$ cat src/rtl/conv_pkg.sv
// rtl/conv_pkg.sv - shared FSM state type and counter width helpers for conv_tap_sequencer
package conv_pkg;

  typedef enum logic {LOAD, EMIT} tap_state_t;

  // Width that can index 0..n-1, never below one bit.
  function automatic int ctr_width(input int n);
    return (n > 1) ? $clog2(n) : 1;
  endfunction

  function automatic int col_width(input int img_w);
    return ctr_width(img_w);
  endfunction

  function automatic int row_width(input int img_h);
    return ctr_width(img_h);
  endfunction

  function automatic int tap_width(input int k);
    return ctr_width(k);
  endfunction

endpackage

$ cat src/rtl/row_ring_buffer.sv
// rtl/row_ring_buffer.sv - K row slots of IMG_W pixel vectors, one sync write port, one comb read port
module row_ring_buffer #(
  parameter int K     = 3,
  parameter int IMG_W = 8,
  parameter int W     = 128,
  parameter int SW    = 2,
  parameter int CW    = 3
) (
  input  logic          clk,
  input  logic          wr_en,
  input  logic [SW-1:0] wr_slot,
  input  logic [CW-1:0] wr_col,
  input  logic [W-1:0]  wr_data,
  input  logic [SW-1:0] rd_slot,
  input  logic [CW-1:0] rd_col,
  output logic [W-1:0]  rd_data
);

  logic [W-1:0] mem [K][IMG_W];

  always_ff @(posedge clk) begin
    if (wr_en) mem[wr_slot][wr_col] <= wr_data;
  end

  assign rd_data = mem[rd_slot][rd_col];

endmodule

$ cat src/rtl/conv_tap_sequencer.sv
// rtl/conv_tap_sequencer.sv - buffers K image rows and replays each KxK window one tap per cycle
module conv_tap_sequencer
  import conv_pkg::*;
#(
  parameter int KERNAL_SIZE = 3,
  parameter int DATA_WIDTH  = 16,
  parameter int DEPTH       = 8,
  parameter int IMG_W       = 8,
  parameter int IMG_H       = 8
) (
  input  logic                          clk,
  input  logic                          reset,
  input  logic                          in_valid,
  output logic                          in_ready,
  input  logic [DEPTH*DATA_WIDTH-1:0]   in_data,
  output logic                          out_valid,
  input  logic                          out_ready,
  output logic [DEPTH*DATA_WIDTH-1:0]   neuron_in,
  output logic [KERNAL_SIZE**2-1:0]     count,
  output logic                          tap_last,
  output logic                          frame_done
);

  localparam int K      = KERNAL_SIZE;
  localparam int W      = DEPTH * DATA_WIDTH;
  localparam int CW     = col_width(IMG_W);
  localparam int RW     = row_width(IMG_H);
  localparam int TW     = tap_width(K);
  localparam int CNT_W  = K * K;
  localparam int LAST_C = IMG_W - K;
  localparam int LAST_B = IMG_H - K;

  tap_state_t state, state_d;
  logic [CW-1:0]    col, col_d, c, c_d, nc, rd_col;
  logic [RW-1:0]    row, row_d, b, b_d;
  logic [TW-1:0]    wr_slot, wr_slot_d, base_slot, base_slot_d;
  logic [TW-1:0]    ky, ky_d, kx, kx_d, nky, nkx, rd_slot;
  logic             in_ready_d, out_valid_d, tap_last_d, frame_done_d;
  logic [W-1:0]     neuron_d, rd_data;
  logic [CNT_W-1:0] count_d;
  logic             acc, take, is_last, band_full;
  int               rd_sum;

  assign acc       = in_valid && in_ready;
  assign take      = out_valid && out_ready;
  assign is_last   = (int'(c) == LAST_C) && (int'(ky) == K - 1) && (int'(kx) == K - 1);
  assign band_full = acc && (int'(col) == IMG_W - 1) && (int'(row) == int'(b) + K - 1);

  // Address of the tap presented after the next update; (b, col 0) while loading.
  always_comb begin
    nc  = '0;
    nky = '0;
    nkx = '0;
    if (state == EMIT) begin
      nc  = c;
      nky = ky;
      nkx = kx + 1'b1;
      if (kx == TW'(K - 1)) begin
        nkx = '0;
        nky = ky + 1'b1;
        if (ky == TW'(K - 1)) begin
          nky = '0;
          nc  = c + 1'b1;
        end
      end
    end
    rd_sum = int'(base_slot) + int'(nky);
    if (rd_sum >= K) rd_sum = rd_sum - K;
    rd_slot = TW'(rd_sum);
    rd_col  = CW'(int'(nc) + int'(nkx));
  end

  row_ring_buffer #(
    .K     (K),
    .IMG_W (IMG_W),
    .W     (W),
    .SW    (TW),
    .CW    (CW)
  ) u_ring (
    .clk     (clk),
    .wr_en   (acc),
    .wr_slot (wr_slot),
    .wr_col  (col),
    .wr_data (in_data),
    .rd_slot (rd_slot),
    .rd_col  (rd_col),
    .rd_data (rd_data)
  );

  always_comb begin
    state_d      = state;
    col_d        = col;
    row_d        = row;
    wr_slot_d    = wr_slot;
    b_d          = b;
    base_slot_d  = base_slot;
    c_d          = c;
    ky_d         = ky;
    kx_d         = kx;
    neuron_d     = neuron_in;
    count_d      = count;
    tap_last_d   = tap_last;
    frame_done_d = 1'b0;
    case (state)
      LOAD: begin
        if (acc) begin
          col_d = col + 1'b1;
          if (col == CW'(IMG_W - 1)) begin
            col_d     = '0;
            row_d     = row + 1'b1;
            wr_slot_d = (wr_slot == TW'(K - 1)) ? '0 : wr_slot + 1'b1;
          end
          if (band_full) begin
            state_d    = EMIT;
            c_d        = '0;
            ky_d       = '0;
            kx_d       = '0;
            neuron_d   = rd_data;
            count_d    = '0;
            tap_last_d = 1'b0;
          end
        end
      end
      EMIT: begin
        if (take) begin
          if (is_last) begin
            state_d = LOAD;
            if (b == RW'(LAST_B)) begin
              b_d          = '0;
              base_slot_d  = '0;
              row_d        = '0;
              col_d        = '0;
              wr_slot_d    = '0;
              frame_done_d = 1'b1;
            end else begin
              b_d         = b + 1'b1;
              base_slot_d = (base_slot == TW'(K - 1)) ? '0 : base_slot + 1'b1;
            end
          end else begin
            c_d        = nc;
            ky_d       = nky;
            kx_d       = nkx;
            neuron_d   = rd_data;
            count_d    = CNT_W'(int'(nky) * K + int'(nkx));
            tap_last_d = (nky == TW'(K - 1)) && (nkx == TW'(K - 1));
          end
        end
      end
      default: state_d = LOAD;
    endcase
    in_ready_d  = (state_d == LOAD);
    out_valid_d = (state_d == EMIT);
  end

  always_ff @(posedge clk or negedge reset) begin
    if (!reset) begin
      state      <= LOAD;
      col        <= '0;
      row        <= '0;
      wr_slot    <= '0;
      b          <= '0;
      base_slot  <= '0;
      c          <= '0;
      ky         <= '0;
      kx         <= '0;
      in_ready   <= 1'b0;
      out_valid  <= 1'b0;
      neuron_in  <= '0;
      count      <= '0;
      tap_last   <= 1'b0;
      frame_done <= 1'b0;
    end else begin
      state      <= state_d;
      col        <= col_d;
      row        <= row_d;
      wr_slot    <= wr_slot_d;
      b          <= b_d;
      base_slot  <= base_slot_d;
      c          <= c_d;
      ky         <= ky_d;
      kx         <= kx_d;
      in_ready   <= in_ready_d;
      out_valid  <= out_valid_d;
      neuron_in  <= neuron_d;
      count      <= count_d;
      tap_last   <= tap_last_d;
      frame_done <= frame_done_d;
    end
  end

endmodule

$ cat config.mk
export PLATFORM = sky130hd
export DESIGN_NAME = conv_tap_sequencer
export DESIGN_NICKNAME = d
export VERILOG_FILES = /design/src/rtl/conv_pkg.sv /design/src/rtl/row_ring_buffer.sv /design/src/rtl/conv_tap_sequencer.sv
export SDC_FILE = /design/constraint.sdc
export NUM_CORES = 2
export LEC_CHECK = 0
export BUFFER_PORTS_ARGS = -buffer_cell sky130_fd_sc_hd__buf_2
export CAP_MARGIN = 20
export CORE_ASPECT_RATIO = 1.1
export CORE_MARGIN = 5
export CORE_UTILIZATION = 45
export CTS_BUF_LIST = sky130_fd_sc_hd__clkbuf_16
export DETAILED_ROUTE_END_ITERATION = 6
export SKIP_CTS_REPAIR_TIMING = 1
export SYNTH_ARGS = -nofsm -noshare
export SYNTH_HDL_FRONTEND = slang
export SYNTH_SLANG_ARGS = --single-unit
$ cat constraint.sdc
create_clock -name clk -period 8.6 [get_ports clk]
set_input_delay 0.86 -clock clk [delete_from_list [all_inputs] [get_ports clk]]
set_output_delay 0.86 -clock clk [all_outputs]
set_load 0.05 [all_outputs]
; ---- Yosys cells after proc, flatten, opt, wreduce, memory -nomap -nowiden
; Memory sizes are Yosys's and may differ from the RTL's.
; Index checks and enable logic that the tools add are counted.
[word_totals]
register_bits = 161
ramBits = 3072
input_bits = 132
elab_cells = 142
n_memories = 1
[mem_list]
columns = memory, depth, width, rd, rd_clocked_by_memory_dff, wr, line
row1 = u_ring.mem, 3, 1024, 1, 0, 1, row_ring_buffer.sv:19  ; logic [W-1:0] mem [K][IMG_W];
[op_classes]
add_sub_neg = 14
multipliers = 1
n_lt_le_gt_ge = 4
eq_ne = 20
muxes = 72
bitwise = 4
reduce_logical = 12
[ops]
columns = operator, count
row1 = $mux W1024, 1
row2 = $mux W128, 7
row3 = $bmux W128 S3, 1
row4 = $demux W128 S3, 1
row5 = $pmux W128 S2, 1
row6 = $mux W3, 15
row7 = $mux W2, 20
row8 = $mux W9, 4
row9 = $pmux W3 S2, 3
row10 = $pmux W9 S2, 1
row11 = $eq A2 B2 Y1 const B, 8
row12 = $mux W1, 13
row13 = $add A3 B1 Y3 const B, 4
row14 = $pmux W2 S2, 3
row15 = $eq A3 B3 Y1 const B, 3
row16 = $add A2 B1 Y2 const B, 4
row17 = $ge A4 B4 Y1 const B, 2
row18 = $logic_and A1 B1 Y1, 8
row19 = $ne A2 B2 Y1 const B, 4
row20 = $not A3 Y4, 2
row21 = $reduce_and A4 Y1, 2
row22 = $ne A2 B1 Y1 const B, 3
row23 = $add A4 B2 Y5, 1
row24 = $eq A4 B5 Y1, 1
row25 = 13 further kinds, 15

; ---- Depth between registers and ports, before layout
; An unclocked memory read counts as a cell.
[logic_depth]
word_depth = 14
mapped_depth = 18
ltp_nobuf = 13

; ---- By module
; Synthesis repeated with hierarchy kept, for this count alone.
[unflattened]
cells_unflattened = 7073
area_unflattened_um2 = 126884.2
[by_module_without_submodules]
columns = mod, n_inst, cells_per_inst, area_each_um2
row1 = row_ring_buffer, 1, 6619, 120340.4
row2 = conv_tap_sequencer, 1, 454, 6543.8

; ---- Worst setup path before layout
; No wires, ideal clock.
[synth_timing]
kind = input port to flip-flop
startpoint = in in_valid
endpoint = mem u_ring.mem[0][256] (netlist name) (enable)
t_arrival_ns = 6.603
t_required_ns = 7.983
setup_slack_ns = 1.380
cell_stages = 4
path_buffers = 0
path_cell_list = nand2_1 -> nor2_1 -> nand3_1 -> nor2_1
[synth_via]
elab_chain_len = 3
[synth_lines]
columns = item, line
row1 = from (decl), conv_tap_sequencer.sv:13  ; input logic in_valid,
row2 = $logic_and A1 B1 Y1, conv_tap_sequencer.sv:44  ; assign acc = in_valid && in_ready;
row3 = $mux W1, row_ring_buffer.sv:22  ; if (wr_en) mem[wr_slot][wr_col] <= wr_data;
row4 = $mux W1024 (not written as such), row_ring_buffer.sv:22
row5 = to (decl), row_ring_buffer.sv:19
; No other way between the ends.

; ---- Final worst setup path
[layout_timing]
startpoint = reg kx[0]
endpoint = reg neuron_in[63]
[layout_via]
elab_chain_len = 13
word_cells_on_any_way = 27
[layout_lines]
columns = item, line
row1 = from (decl), conv_tap_sequencer.sv:37  ; logic [TW-1:0] ky, ky_d, kx, kx_d, nky, nkx, rd_slot;
row2 = from (signal assigned), conv_tap_sequencer.sv:181  ; kx <= kx_d;
row3 = $eq A2 B2 Y1, conv_tap_sequencer.sv:58  ; if (kx == TW'(K - 1)) begin
row4 = $mux W2, conv_tap_sequencer.sv:58
row5 = $mux W2, conv_tap_sequencer.sv:54  ; if (state == EMIT) begin
row6 = $add A2 B2 Y3, conv_tap_sequencer.sv:67  ; rd_sum = int'(base_slot) + int'(nky);
row7 = $ge A3 B2 Y1 or $sub A2 B2 Y2 (tied branches), conv_tap_sequencer.sv:68  ; if (rd_sum >= K) rd_sum = rd_sum - K;
row8 = $mux W2, conv_tap_sequencer.sv:68
row9 = $mem_v2 Z3 W1024, n/a
row10 = $bmux W128 S3, row_ring_buffer.sv:25  ; assign rd_data = mem[rd_slot][rd_col];
row11 = $mux W128 (not written as such) (2 in a row), row_ring_buffer.sv:25
row12 = "$mux W128, on equally long branches", "conv_tap_sequencer.sv:126, conv_tap_sequencer.sv:113"
row13 = "$mux W128, on equally long branches", "conv_tap_sequencer.sv:125, conv_tap_sequencer.sv:106"
row14 = $pmux W128 S2, conv_tap_sequencer.sv:104  ; case (state)
row15 = to (signal assigned), conv_tap_sequencer.sv:184  ; neuron_in <= neuron_d;
row16 = to (decl), conv_tap_sequencer.sv:18  ; output logic [DEPTH*DATA_WIDTH-1:0] neuron_in,
; Several ways; a longest one is shown, not always the timed one. The select of a mux whose other input is x is not followed.
; A chain may end at the register's enable or synchronous reset.

==> metrics <==
pin count of the biggest net entering global routing 167; Reg2Reg Capture Point neuron_in[63]; Max Fclk 159 MHz; TritonCTS clock tree done; clk root buf clkbuf_16; Worst Setup SP kx[0]; final setup violation count 0; Seq pwr share 49.4%; Post-Route WL 364000 um; routed len/inst 30.9 um; cells after synthesis 7429; main flop type after synthesis edfxtp_1; GP Congestion 0.744; Worst setup EP type register; Pwr Density 265 nW/um2; Starting DRT DRC Count 7126; Layout Nets 7784; Max Cap Viol 0; Seq/Total Area, Yosys 74.0%; die width 522 um; Initial Util 45.3%; slew at the pin closest to its max-slew limit 1.20 ns; Final Total Pwr 38700 uW; fin cells 11800; worst hold-check path type input port to async pin; status completed; ANT nets after route 0; die span in y 573 um; clock slew at reported path FFs 0.06 ns; initial antenna violation count 50; Max IR drop VDD 0.232 mV; reg2reg setup slack 2.32 ns; setup_tns 0 ns; TritonCTS Buffers 339; RSZ-0062 raised after global routing no; period utilisation layout 73.0%; startpoint types register; slowest CP cell and2_2; core area 287000 um2; post-route minimum period 6.28 ns; Clk Latency, worst-skew pair 0.87 ns; asr flop ratio synth 4.83%; internal power 27900 uW; Synth cell types 62; CTS sink cnt 3228; Logic pwr share 15.2%; CP top delay family simple AND/OR/NAND/NOR gates; most frequent CP cell ha_4; max_slew headroom 19.9%; Detail Placement HPWL 180000 um; RR Startpoint kx[0]; Max clock buf depth 4; synth top area cells edfxtp_1 (71%), mux4_2 (7.6%), mux2i_1 (4.5%); Net Switching 10800 uW; vias in the first global route 74200; # DRC 0; Leak 0.0499 uW; Area Overhead vs Synth 12.5%; Reg2Reg Depth 15; Synth area leader edfxtp_1; grt total ovfl 0; first-pass GRT wire length 521000 um; vias 73200; Sw Ratio 27.8%; share of layout cells above drive strength 1 18.7%; crit path kind register to register; vias per cell 6.22; Die ar. 299000 um2; critical-path cell list nand2b_1 -> mux2_2 -> nand2_1 -> inv_1 -> ha_4 -> fa_4 -> ha_4 -> nor3_2 -> buf_4 -> a21o_1 -> and2_2 -> buf_12 -> a22o_1 -> a211oi_1 -> a311oi_1; row cnt 206; total global-route track usage 23.7%; EDFF count, synth 3072; Ys Warns 0; final hold vios 0; IO Count 273; number of synthesized register bits 3228; IO buf count 267; placed instance count 11100; worst path buffer plus inverter count 3; Synth top area share 71.0%; crit path max fanout 55; CP required 9.33 ns; Mapped Avg Cell Area 17.5 um2; post-synthesis cell area 130000 um2; CP peak stage delay 0.98 ns; 1st-pass router iterations 6; Clock power frac 35.4%; CP arrival 7.01 ns; clk_skew 0.0543 ns; H-tree level count 5; fin. max-slew vios 0
[logic make-up (layout without fill, tap and decap cells)]
family | count (synthesis) | count (layout) | share of synthesized area (%)
compound gates | 1393 | 1393 | 6.90
other cells | 1 | 20 | 0.00289
mux | 1155 | 1155 | 13.3
xor+xnor | 6 | 6 | 0.0405
simple gates | 1065 | 1065 | 3.76
buf+inv | 565 | 1048 | 1.82
fa+ha+maj | 16 | 16 | 0.177
flops | 3228 | 3228 | 74.0
[state kept, by name (all words and copies together) (netlist names), 2 cells and up]
name / cells
u_ring.mem: 3072
neuron_in: 128
count: 4
b: 3
c: 3
col: 3
row: 3
base_slot: 2
kx: 2
ky: 2
wr_slot: 2
[power by group through the flow]
| stage | Sequential (uW) | Combinational [uW] | Clock, uW |
|---|---|---|---|
| global placement | 19400 | 5870 | 0 |
| finish | 19100 | 5870 | 13700 |
| CTS | 19100 | 5960 | 14000 |
| floorplan | 20500 | 2620 | 0 |
| global route | 19200 | 6200 | 14600 |
| detailed placement | 19500 | 5940 | 0 |
[stage by stage]
| stage | setup WS, ns | util, % | area, um2 | hold WS [ns] |
|---|---|---|---|---|
| global route | 2.11 | 50.9 | 146000 | 0.0338 |
| floorplan | 1.38 | - | 130000 | 0.497 |
| global placement | 2.50 | 47.3 | 136000 | 0.452 |
| detailed placement | 2.39 | 47.3 | 136000 | 0.455 |
| finish | 2.32 | 50.9 | 146000 | 0.0190 |
| CTS | 2.34 | 50.9 | 146000 | -0.00616 |
[final cells by class]
type / count / area (um2)
fill: 23100 / 141000
sequential: 3228 / 96200
multi-input combinational: 3640 / 31700
clock buffer: 344 / 8610
tap: 3848 / 4810
timing repair buffer: 416 / 3010
clock inverter: 277 / 1730
inverter: 11 / 41.3
antenna: 15 / 37.5
[Yosys cell counts, drive strengths merged (2+ instances only)]
cell type and n:
nand3b 3, fa 4, a21o 3, xor2 3, and4 2, o221a 2, o21ai 392, and2 6
nand3 149, mux4 440, buf 178, o211ai 130, a311oi 53, dfrtp 156, o32a 64, a32oi 2
and3 3, a22o 71, mux2i 580, o21a 2, nor4 65, o22ai 331, xnor2 3, or3 2
mux2 135, a21oi 204, nand2 182, nor2 496, a31oi 3, nor3 6, nand4 66, ha 12
or2 5, clkbuf 376, or4 64, a221oi 54, nor2b 4, inv 11, edfxtp 3072, nand2b 7
a211oi 75
[layout by cell type (no fill, tap or decap), types with 9 or more instances in the layout]
| master | count |
|---|---|
| a211oi_1 | 74 |
| a21oi_1 | 203 |
| a221oi_1 | 54 |
| a22o_1 | 71 |
| a311oi_1 | 53 |
| buf_12 | 42 |
| buf_2 | 266 |
| buf_4 | 106 |
| bufinv_16 | 15 |
| clkbuf_16 | 344 |
| clkinv_1 | 82 |
| clkinv_2 | 54 |
| dfrtp_1 | 156 |
| diode_2 | 15 |
| edfxtp_1 | 3072 |
| ha_1 | 9 |
| inv_1 | 114 |
| inv_6 | 9 |
| mux2_2 | 135 |
| mux2i_1 | 580 |
| mux4_2 | 440 |
| nand2_1 | 182 |
| nand3_1 | 149 |
| nand4_1 | 66 |
| nor2_1 | 468 |
| nor2_4 | 28 |
| nor4_1 | 65 |
| o211ai_1 | 130 |
| o21ai_0 | 392 |
| o22ai_1 | 331 |
| o32a_1 | 64 |
| or4_1 | 64 |
[worst reg2reg max path, cell delays in order (launching register included)]
cell      delay [ns]
dfrtp_1         0.41
nand2b_1        0.18
mux2_2          0.34
nand2_1         0.15
inv_1           0.13
ha_4            0.17
fa_4            0.82
ha_4            0.43
nor3_2          0.27
buf_4           0.76
a21o_1          0.57
and2_2          0.99
buf_12          0.36
a22o_1          0.24
a211oi_1        0.05
a311oi_1        0.28
[layer usage]
| layer | global-route usage (%) | up-vias | part of all wire (%) |
|---|---|---|---|
| met5 | 0 | - | 0.060 |
| met4 | 6.40 | 40 | 2.7 |
| met3 | 4.53 | 657 | 7.6 |
| met2 | 40.3 | 2863 | 50 |
| met1 | 31.3 | 38900 | 40 |
| li1 | - | 30800 | - |
[worst max-delay path by stage]
stage / to / slack (ns) / depth (start not counted)
final: neuron_in[63] / 2.32 / 15
after global routing: neuron_in[63] / 2.11 / 15
after CTS: neuron_in[63] / 2.34 / 15
after detailed placement: neuron_in[63] / 2.39 / 15
after global placement: neuron_in[62] / 2.50 / 15
after floorplan: u_ring.mem[0][256] / 1.38 / 4
No activity file was read; power rests on OpenSTA's default activity.
